[config.mk]
export PLATFORM = sky130hd
export DESIGN_NAME = vend_change_dispenser
export DESIGN_NICKNAME = d
export VERILOG_FILES = /design/src/rtl/vend_change_dispenser.sv
export SDC_FILE = /design/constraint.sdc
export NUM_CORES = 1
export LEC_CHECK = 0
export ABC_AREA = 1
export CAP_MARGIN = 20
export CORE_UTILIZATION = 35
export CTS_BUF_LIST = sky130_fd_sc_hd__clkbuf_2
export DETAILED_ROUTE_END_ITERATION = 8
export SETUP_SLACK_MARGIN = 0.2
export SKIP_LAST_GASP = 1
export SLEW_MARGIN = 20
export SYNTH_ARGS = -nofsm -noshare
export SYNTH_HDL_FRONTEND = slang
export SYNTH_SLANG_ARGS = --single-unit
[constraint.sdc]
create_clock -name I_CLK -period 6.2 [get_ports I_CLK]
set_clock_uncertainty 0.15 [all_clocks]
set_input_delay 1.24 -clock I_CLK [delete_from_list [all_inputs] [get_ports I_CLK]]
set_output_delay 1.24 -clock I_CLK [all_outputs]
set_load 0.05 [all_outputs]
[src/rtl/vend_change_dispenser.sv]
// rtl/vend_change_dispenser.sv - greedy coin-return payout sequencer for the change hopper
//
// Pays out I_AMOUNT cents largest-coin-first (500,100,25,10,5,1), one coin per
// valid/ack handshake. Empty tubes are skipped; a tube that does not ack within
// ACK_TIMEOUT cycles is retired (jammed) until the next transaction.
//
// Ports:
//   I_CLK        clock, rising edge
//   I_RESET_N    asynchronous active-low reset
//   I_START      begin payout of I_AMOUNT (only looked at while idle)
//   I_AMOUNT     change to dispense in cents, captured with an accepted start
//   I_EMPTY      per-tube empty flags, bit index = coin code
//   I_EJECT_ACK  hopper released the requested coin
//   O_EJECT      coin request valid
//   O_COIN       coin code 0=500 1=100 2=25 3=10 4=5 5=1, stable while O_EJECT=1
//   O_BUSY       high whenever not idle
//   O_DONE       one-cycle end-of-transaction pulse
//   O_SHORT      cents left unpaid, valid from O_DONE until the next start
//   O_COINS      coins ejected in the last transaction, saturating
//   O_FAULT      some tube timed out in the last transaction
module vend_change_dispenser #(
  parameter int ACK_TIMEOUT = 1000,
  parameter int AMT_W       = 16
) (
  input  logic             I_CLK,
  input  logic             I_RESET_N,
  input  logic             I_START,
  input  logic [AMT_W-1:0] I_AMOUNT,
  input  logic [5:0]       I_EMPTY,
  input  logic             I_EJECT_ACK,
  output logic             O_EJECT,
  output logic [2:0]       O_COIN,
  output logic             O_BUSY,
  output logic             O_DONE,
  output logic [AMT_W-1:0] O_SHORT,
  output logic [15:0]      O_COINS,
  output logic             O_FAULT
);

  typedef enum logic [1:0] {
    S_IDLE   = 2'd0,
    S_SELECT = 2'd1,
    S_EJECT  = 2'd2,
    S_DONE   = 2'd3
  } state_t;

  localparam logic [15:0] TMO_LAST = 16'(ACK_TIMEOUT - 1);

  state_t           state_q,  state_d;
  logic [AMT_W-1:0] remain_q, remain_d;
  logic [5:0]       jam_q,    jam_d;
  logic [15:0]      tmo_q,    tmo_d;
  logic             eject_q,  eject_d;
  logic [2:0]       coin_q,   coin_d;
  logic             busy_q,   busy_d;
  logic             done_q,   done_d;
  logic [AMT_W-1:0] short_q,  short_d;
  logic [15:0]      coins_q,  coins_d;
  logic             fault_q,  fault_d;

  logic             sel_found;
  logic [2:0]       sel_code;
  logic [31:0]      rem_ext;
  logic [AMT_W-1:0] remain_after;

  function automatic logic [31:0] coin_value(input logic [2:0] code);
    case (code)
      3'd0:    coin_value = 32'd500;
      3'd1:    coin_value = 32'd100;
      3'd2:    coin_value = 32'd25;
      3'd3:    coin_value = 32'd10;
      3'd4:    coin_value = 32'd5;
      3'd5:    coin_value = 32'd1;
      default: coin_value = 32'd0;
    endcase
  endfunction

  // Compare in 32 bits so a narrow AMT_W still ranks large coins correctly.
  assign rem_ext = 32'(remain_q);

  // Selection only ever picks a coin not larger than the remainder, so this
  // subtraction cannot wrap.
  assign remain_after = AMT_W'(rem_ext - coin_value(coin_q));

  // Lowest usable code = largest usable denomination. Scanning downward lets
  // the last hit win, which is the lowest index.
  always_comb begin
    sel_found = 1'b0;
    sel_code  = 3'd0;
    for (int i = 5; i >= 0; i--) begin
      if (!I_EMPTY[i] && !jam_q[i] && (coin_value(3'(i)) <= rem_ext)) begin
        sel_found = 1'b1;
        sel_code  = 3'(i);
      end
    end
  end

  always_comb begin
    state_d  = state_q;
    remain_d = remain_q;
    jam_d    = jam_q;
    tmo_d    = tmo_q;
    eject_d  = eject_q;
    coin_d   = coin_q;
    short_d  = short_q;
    coins_d  = coins_q;
    fault_d  = fault_q;

    case (state_q)
      S_IDLE: begin
        if (I_START) begin
          remain_d = I_AMOUNT;
          coins_d  = 16'd0;
          fault_d  = 1'b0;
          jam_d    = 6'd0;
          short_d  = '0;
          state_d  = (I_AMOUNT == '0) ? S_DONE : S_SELECT;
        end
      end

      S_SELECT: begin
        if (sel_found) begin
          coin_d  = sel_code;
          eject_d = 1'b1;
          tmo_d   = 16'd0;
          state_d = S_EJECT;
        end else begin
          short_d = remain_q;
          state_d = S_DONE;
        end
      end

      S_EJECT: begin
        // Ack is checked first so it wins over a coincident timeout.
        if (I_EJECT_ACK) begin
          eject_d  = 1'b0;
          remain_d = remain_after;
          coins_d  = (coins_q == 16'hFFFF) ? coins_q : coins_q + 16'd1;
          if (remain_after == '0) begin
            short_d = '0;
            state_d = S_DONE;
          end else begin
            state_d = S_SELECT;
          end
        end else if (tmo_q == TMO_LAST) begin
          eject_d = 1'b0;
          jam_d   = jam_q | (6'b000001 << coin_q);
          fault_d = 1'b1;
          state_d = S_SELECT;
        end else begin
          tmo_d = tmo_q + 16'd1;
        end
      end

      S_DONE: begin
        state_d = S_IDLE;
      end

      default: begin
        state_d = S_IDLE;
      end
    endcase

    // Status outputs follow the next state so they line up with it.
    busy_d = (state_d != S_IDLE);
    done_d = (state_d == S_DONE);
  end

  always_ff @(posedge I_CLK or negedge I_RESET_N) begin
    if (!I_RESET_N) begin
      state_q  <= S_IDLE;
      remain_q <= '0;
      jam_q    <= 6'd0;
      tmo_q    <= 16'd0;
      eject_q  <= 1'b0;
      coin_q   <= 3'd0;
      busy_q   <= 1'b0;
      done_q   <= 1'b0;
      short_q  <= '0;
      coins_q  <= 16'd0;
      fault_q  <= 1'b0;
    end else begin
      state_q  <= state_d;
      remain_q <= remain_d;
      jam_q    <= jam_d;
      tmo_q    <= tmo_d;
      eject_q  <= eject_d;
      coin_q   <= coin_d;
      busy_q   <= busy_d;
      done_q   <= done_d;
      short_q  <= short_d;
      coins_q  <= coins_d;
      fault_q  <= fault_d;
    end
  end

  assign O_EJECT = eject_q;
  assign O_COIN  = coin_q;
  assign O_BUSY  = busy_q;
  assign O_DONE  = done_q;
  assign O_SHORT = short_q;
  assign O_COINS = coins_q;
  assign O_FAULT = fault_q;

endmodule

==> results of run 1 <==
## power groups by stage
| stage | Combinational, uW | Sequential, uW | Clock [uW] |
|---|---|---|---|
| 3_5_place_dp | 1980 | 802 | 0 |
| 4_1_cts | 1990 | 792 | 247 |
| 5_1_grt | 2210 | 810 | 269 |
| 6_report | 1980 | 790 | 237 |
| 3_3_place_gp | 1960 | 799 | 0 |
| 2_1_floorplan | 1310 | 961 | 0 |
## cell type report
type / count / share of cell area (%)
Clock buffer: 10 / 0.834
Clock inverter: 5 / 0.438
Inverter: 89 / 5.56
Multi-Input combinational cell: 528 / 45.7
Sequential cell: 79 / 32.9
Tap cell: 180 / 3.75
Timing Repair Buffer: 65 / 10.8
## metrics by stage
stage                     instances  total power (uW)  area [sq um]  hold WS, ps
final                           956              3010          6000          347
after global routing            956              3290          6000          367
after CTS                       956              3030          6000          354
after detailed placement        941              2780          5930          311
after global placement          941              2760          5930          307
after floorplan                 714              2270          5140          315
## kinds of logic (layout without fill, tap and decap cells)
group | count (synthesis) | count (layout) | synth area share [%]
AOI/OAI and AO/OA | 90 | 90 | 10.4
xor gates and xnor gates | 22 | 22 | 3.89
adders and majority gates | 12 | 12 | 3.06
buffers and inverters | 107 | 169 | 8.22
DFF | 79 | 79 | 38.4
and+or+nand+nor | 404 | 404 | 36.0
## worst register-to-register path: cells and delay by family (launching register included)
family                 cells  cell delay, ps
DFF                        1             490
and+or+nand+nor            6            1740
buffers and inverters      5            1410
AOI/OAI and AO/OA          1             130
## synthesized netlist by cell type, types with 2 or more instances
master	instances
o211ai_1	5
inv_1	76
nand2_1	177
dfrtp_1	79
nor4_1	15
o21a_1	6
nor3_1	13
nor2_4	5
o21ai_1	6
and3_1	4
nand3_2	6
o21ai_0	29
nand4_1	29
o31ai_1	6
buf_4	3
o22ai_1	12
xor2_1	13
nand2_2	8
nand3_1	50
clkbuf_1	11
buf_2	2
inv_2	11
ha_1	11
clkinv_1	2
nor2_1	89
a21oi_1	20
xnor2_1	8
## cell usage in the layout, fill, tap and decap left out, types with 8 or more instances in the layout
cell and instances:
a21oi_1 20, clkbuf_2 10, clkdlybuf4s50_1 63, dfrtp_1 79, ha_1 11, inv_1 76
inv_2 11, nand2_1 177, nand2_2 8, nand3_1 50, nand4_1 29, nor2_1 89
nor3_1 13, nor4_1 15, o21ai_0 29, o22ai_1 12, xnor2_1 8, xor2_1 13
## state kept, by name, indices dropped and copies added, names as in the netlist, 2 cells and up
register  cells
O_COINS      16
O_SHORT      16
remain_q     16
tmo_q        16
jam_q         6
O_COIN        3
state_q       2
## final timing paths
| path | startpoint | end | slack (ps) | cells after the start |
|---|---|---|---|---|
| hold reg to reg | O_SHORT[10]$_DFFE_PN0P_ | O_SHORT[10]$_DFFE_PN0P_ | 350 | 2 |
| setup / recovery | state_q[1]$_DFF_PN0_ | O_COINS[10]$_DFFE_PN0P_ | 2230 | 12 |
| max in group asynchronous | I_RESET_N | tmo_q[1]$_DFFE_PN0P_ | 4460 | 2 |
| min in group asynchronous | I_RESET_N | O_FAULT$_DFFE_PN0P_ | 400 | 1 |
| hold / removal | O_SHORT[10]$_DFFE_PN0P_ | O_SHORT[10]$_DFFE_PN0P_ | 350 | 2 |
| setup reg to reg | state_q[1]$_DFF_PN0_ | O_COINS[10]$_DFFE_PN0P_ | 2230 | 12 |
## routing by layer
layer | wire [um] | share of wire [%]
met5 | 0 | 0
met1 | 6730 | 45
met4 | 218 | 1.5
met3 | 782 | 5.3
met2 | 7120 | 48
==> results.ini, run 1 <==
[outcome]
status = finished, final reports clean

[timing]
finalSetupTns_ps = 0
fmax_mhz = 252
finalSetupViolCount = 0
finalHoldViolCount = 0
period_share_pct = 64.0
fin_ws_ps = 2230
relSlewSlack_pct = 48.3
grt_setup_unrepaired = false
slew_violations = 0
worst_pin_slew_ps = 775
min_period_ps = 3970

[grt]
gr-max-usage-layer = met2
gr-usage-all-layers_pct = 21.1
antenna_found_initial = 0
met2_usage_pct = 35.2
grt_pass1_wl_um = 24500
grt_max_degree = 51
grt_pass1_vias = 4876
use_met3_pct = 4.29
grtUsageMet1_pct = 27.5
grt_overflow = 0

[clock_network]
cts_sinks = 79
post_cts_buffers = 0
cts_max_level = 3
clkLatencyLatePin_ps = 570
cts_max_path_buffers = 2
cts_made_buffers = 9
root_buffer = clkbuf_2
cts_tree = done
clk_pin_slew_ps = 230
hold_buffers = 0
post_cts_resized = 0

[logic_synthesis]
syn_area_sq_um = 5140
synth_cells = 714
synth_area_leaders = dfrtp_1 (38%), nand2_1 (13%), nor2_1 (6.5%), inv_1 (5.5%), nand3_1 (4.9%)
synth-seq-cells = 79
synth-main-ff-cell = dfrtp_1
synth-seq-area-share_pct = 38.4
synth_cell_types = 45
synth_top_cell_by_area = dfrtp_1
ys_warn_count = 0
synthArstFlopShare_pct = 100
synthesis.nets = 752
avgSynthCellArea_sq_um = 7.21
synth-edff-count = 0
synth_top_area_share_pct = 38.4

[finish]
final_layout_size_suffix_gt1_share_pct = 6.83
fin_nets = 810
insertedDiodeCount = 0
multiInputGateArea_sq_um = 2750
final_util_pct = 42.6
seqCellArea_sq_um = 1980
area_growth_pct = 16.7
fillers = 1516

[power_and_ir_drop]
vdd_ir_drop_max_uv = 175
power.leakage_uw = 0.00274
combPwrFrac_pct = 65.9
power.density_nw_per_um2 = 502
switchingPower_uw = 1700
internal_power_uw = 1310
seq_power_share_pct = 26.2
p_sw_share_pct = 56.5
p_clk_share_pct = 7.9

[critical_path]
required_ps = 6550
cp-start-kind = register
cpLargestDelayFamily = simple AND/OR/NAND/NOR gates
max_stage_delay_ps = 590
slowest_stage = nor2_4
crit_top_cell = inv_2
critPathMaxFanout = 34
cp-end-kind = register
path_class = register to register
crit_arrival_ps = 4320
crit_chain = inv_2, nor2_4, inv_1, nor2_1, nor2_1, inv_2, nand2_1, inv_2, nand3_1, inv_1, nand2_1, a21oi_1
crit_buf_inv = 5

[detailed_routing]
antenna_left = 0
drt-total-wl_um = 14900
drc = 0
post_drt_wl_per_cell_um = 15.5
drtIter0Drc = 252
routed-via-count = 4957
firstDrtPassIters = 5
vias_per_cell = 5.19

[placed_design]
gp_congestion = 0.925
hpwl_um = 11500
io_buffers = 64
dp_slack_ps = 2090

[flow_run]
cap_violations = 0

[floorplan]
fp.dieArea_sq_um = 15200
pin_count = 65
rows = 43
fp.dieW_um = 123
start_util_pct = 36.5
die_h_um = 123
coreArea_sq_um = 14100

[hold_path]
min_path_type = register to register

Power figures use the tool's default switching activity.
==> inputs of run 2 (changes only) <==
clock period = 3.7 ns   (was 6.2 ns; I/O delays follow)
==> run 2 against run 1 <==
The flow now finishes with violations (negative hold slack). Non-clock buffer count rose by 4. Final area grew 2.3%. Global-route usage shrank 0.088 points. Cell count is 0.63% higher. Sequential power grew 68%. Largest power group unchanged.
==> results.ini, run 2 (same netlist as run 1, synthesis figures left out) <==
[detailed_routing]
routed-via-count = 4995  ; +0.77%
drt-total-wl_um = 14900  ; +0.16%
drtIter0Drc = 377  ; +50%
antenna_left = 0  ; unchanged
firstDrtPassIters = 8  ; +3
drc = 0  ; unchanged
post_drt_wl_per_cell_um = 15.5  ; -0.46%
vias_per_cell = 5.19  ; +0.14%

[timing]
slew_violations = 0  ; unchanged
period_share_pct = 84.9  ; +21 points
min_period_ps = 3140  ; -828 ps
finalSetupTns_ps = 0  ; unchanged
finalHoldViolCount = 3  ; +3
finalSetupViolCount = 0  ; unchanged
relSlewSlack_pct = 50.1  ; +1.8 points
whs_ps = -7.01  ; -354 ps
grt_setup_unrepaired = false
fmax_mhz = 318  ; +26%
fin_ws_ps = 559  ; -1670 ps
worst_pin_slew_ps = 749  ; -25.8 ps

[finish]
mostFrequentLayoutCell = nand2_1
fin_nets = 815  ; +0.62%
fin_cells = 962  ; +0.63%
final_layout_size_suffix_gt1_share_pct = 8.31  ; +1.5 points
insertedDiodeCount = 0  ; unchanged
fillers = 1440  ; -5.0%
area_growth_pct = 19.4
seqCellArea_sq_um = 1980  ; about the same
final_util_pct = 43.6  ; +0.99 points
multiInputGateArea_sq_um = 2790  ; +1.5%
mostFrequentLayoutCells = nand2_1 (177), nor2_1 (89), dfrtp_1 (78)

[grt]
grt_max_degree = 80  ; +57%
grt_pass1_wl_um = 24400  ; -0.42%
grt_overflow = 0  ; unchanged
grt_pass1_vias = 4956  ; +1.6%
antenna_found_initial = 0  ; unchanged
gr-usage-all-layers_pct = 21.1  ; -0.088 points

[clock_network]
hold_buffers = 0  ; unchanged
clk_pin_slew_ps = 230  ; about the same
cts_made_buffers = 9  ; unchanged
clkLatencyLatePin_ps = 580  ; about the same
root_buffer = clkbuf_2
cts_sinks = 79  ; unchanged
cts_max_level = 3  ; unchanged
cts_max_path_buffers = 2  ; unchanged
cts_tree = done

[power_and_ir_drop]
power.leakage_uw = 0.00280  ; +2.2%
power.density_nw_per_um2 = 867  ; +73%
vdd_ir_drop_max_uv = 352  ; +100%
total_power_uw = 5330  ; +77%

[placed_design]
dp.cells = 945  ; +0.43%
dp_slack_ps = 344  ; -1740 ps
io_buffers = 64  ; unchanged
gp_congestion = 0.934  ; +0.98%
hpwl_um = 11200  ; -2.2%

[critical_path]
max_stage_delay_ps = 460  ; -130 ps
crit_top_cell = nand2_1
r2r_cells = 17  ; +5
path_class = register to register
cpLargestDelayFamily = simple AND/OR/NAND/NOR gates
rr_endpoint = O_SHORT[3]$_DFFE_PN0P_
critPathMaxFanout = 18  ; -47%
crit_buf_inv = 2  ; -3
crit_chain = clkinvlp_4, o21ai_0, ha_1, inv_1, fa_2, nand3_1, nand3_2, nand2_1, nand2_1, xor2_2, nand3_1, nor2_1, nand3_2, nand2_8, nand3_4, nand2_1, nand2_1
r2r_slack_ps = 560  ; -1670 ps
cp.depth = 17  ; +5
cp-end-kind = register
rr_startpoint = O_COIN[2]$_DFFE_PN0P_
cp-start-kind = register
slowest_stage = dfrtp_2
crit_arrival_ps = 3480  ; -840 ps
required_ps = 4040  ; -2510 ps

[floorplan]
die_h_um = 123  ; unchanged
rows = 43  ; unchanged
fp.dieW_um = 123  ; unchanged
pin_count = 65  ; unchanged
coreArea_sq_um = 14100  ; unchanged
start_util_pct = 36.5  ; unchanged
fp.dieArea_sq_um = 15200  ; unchanged

[flow_run]
cap_violations = 0  ; unchanged

[hold_path]
min_path_type = input pin to async pin

[outcome]
status = finished, violations left
violations = negative hold slack

run 2: how the worst max path moves through the flow:
stage                               start                 endpoint  slack (ps)
finish              O_COIN[2]$_DFFE_PN0P_   O_SHORT[3]$_DFFE_PN0P_         560
global placement    O_COIN[2]$_DFFE_PN0P_   O_SHORT[1]$_DFFE_PN0P_         530
CTS                 O_COIN[2]$_DFFE_PN0P_   O_SHORT[3]$_DFFE_PN0P_         320
detailed placement  O_COIN[2]$_DFFE_PN0P_   O_SHORT[3]$_DFFE_PN0P_         340
floorplan           O_COIN[2]$_DFFE_PN0P_  O_SHORT[10]$_DFFE_PN0P_         380
global route        O_COIN[2]$_DFFE_PN0P_   O_SHORT[8]$_DFFE_PN0P_         210
run 2: cell type report:
class                      count  area share (%)
clock buffer                  10           0.815
sequential                    79            32.2
clock inverter                 6            1.39
inverter                      89            5.50
timing repair buffer          69            11.1
multi-input combinational    529            45.4
tap                          180            3.67
run 2: repair_timing:
action,CTS,global route
buffers inserted,0,0
endpoints found under the setup margin,0,16
resized for setup,0,8
run 2: layer usage:
layer | vias up | part of all wire [%] | wire length, um | global-route usage (%)
li1 | 2494 | - | - | -
met1 | 2299 | 44 | 6510 | 25.9
met2 | 169 | 46 | 6900 | 34.6
met3 | 33 | 6.7 | 993 | 5.81
met4 | 0 | 3.2 | 477 | 8.81
met5 | - | 0 | 0 | 0
run 2: per-stage QoR:
step	hold slack [ps]	area, sq um
2_1_floorplan	294	5140
3_3_place_gp	314	5960
3_5_place_dp	313	5960
4_1_cts	166	6090
5_1_grt	3.87	6140
6_report	-7.01	6140
run 2: where the power goes:
group	internal, uW	switching [uW]
registers	1090	234
logic	1090	2360
clock network	224	322
total	2410	2920
run 2: worst register-to-register path, stage by stage, from the launching register on:
cell and delay [ps]:
dfrtp_2 460, clkinvlp_4 180, o21ai_0 220, ha_1 170
inv_1 80, fa_2 390, nand3_1 100, nand3_2 120
nand2_1 80, nand2_1 80, xor2_2 180, nand3_1 100
nor2_1 150, nand3_2 140, nand2_8 160, nand3_4 140
nand2_1 120, nand2_1 60
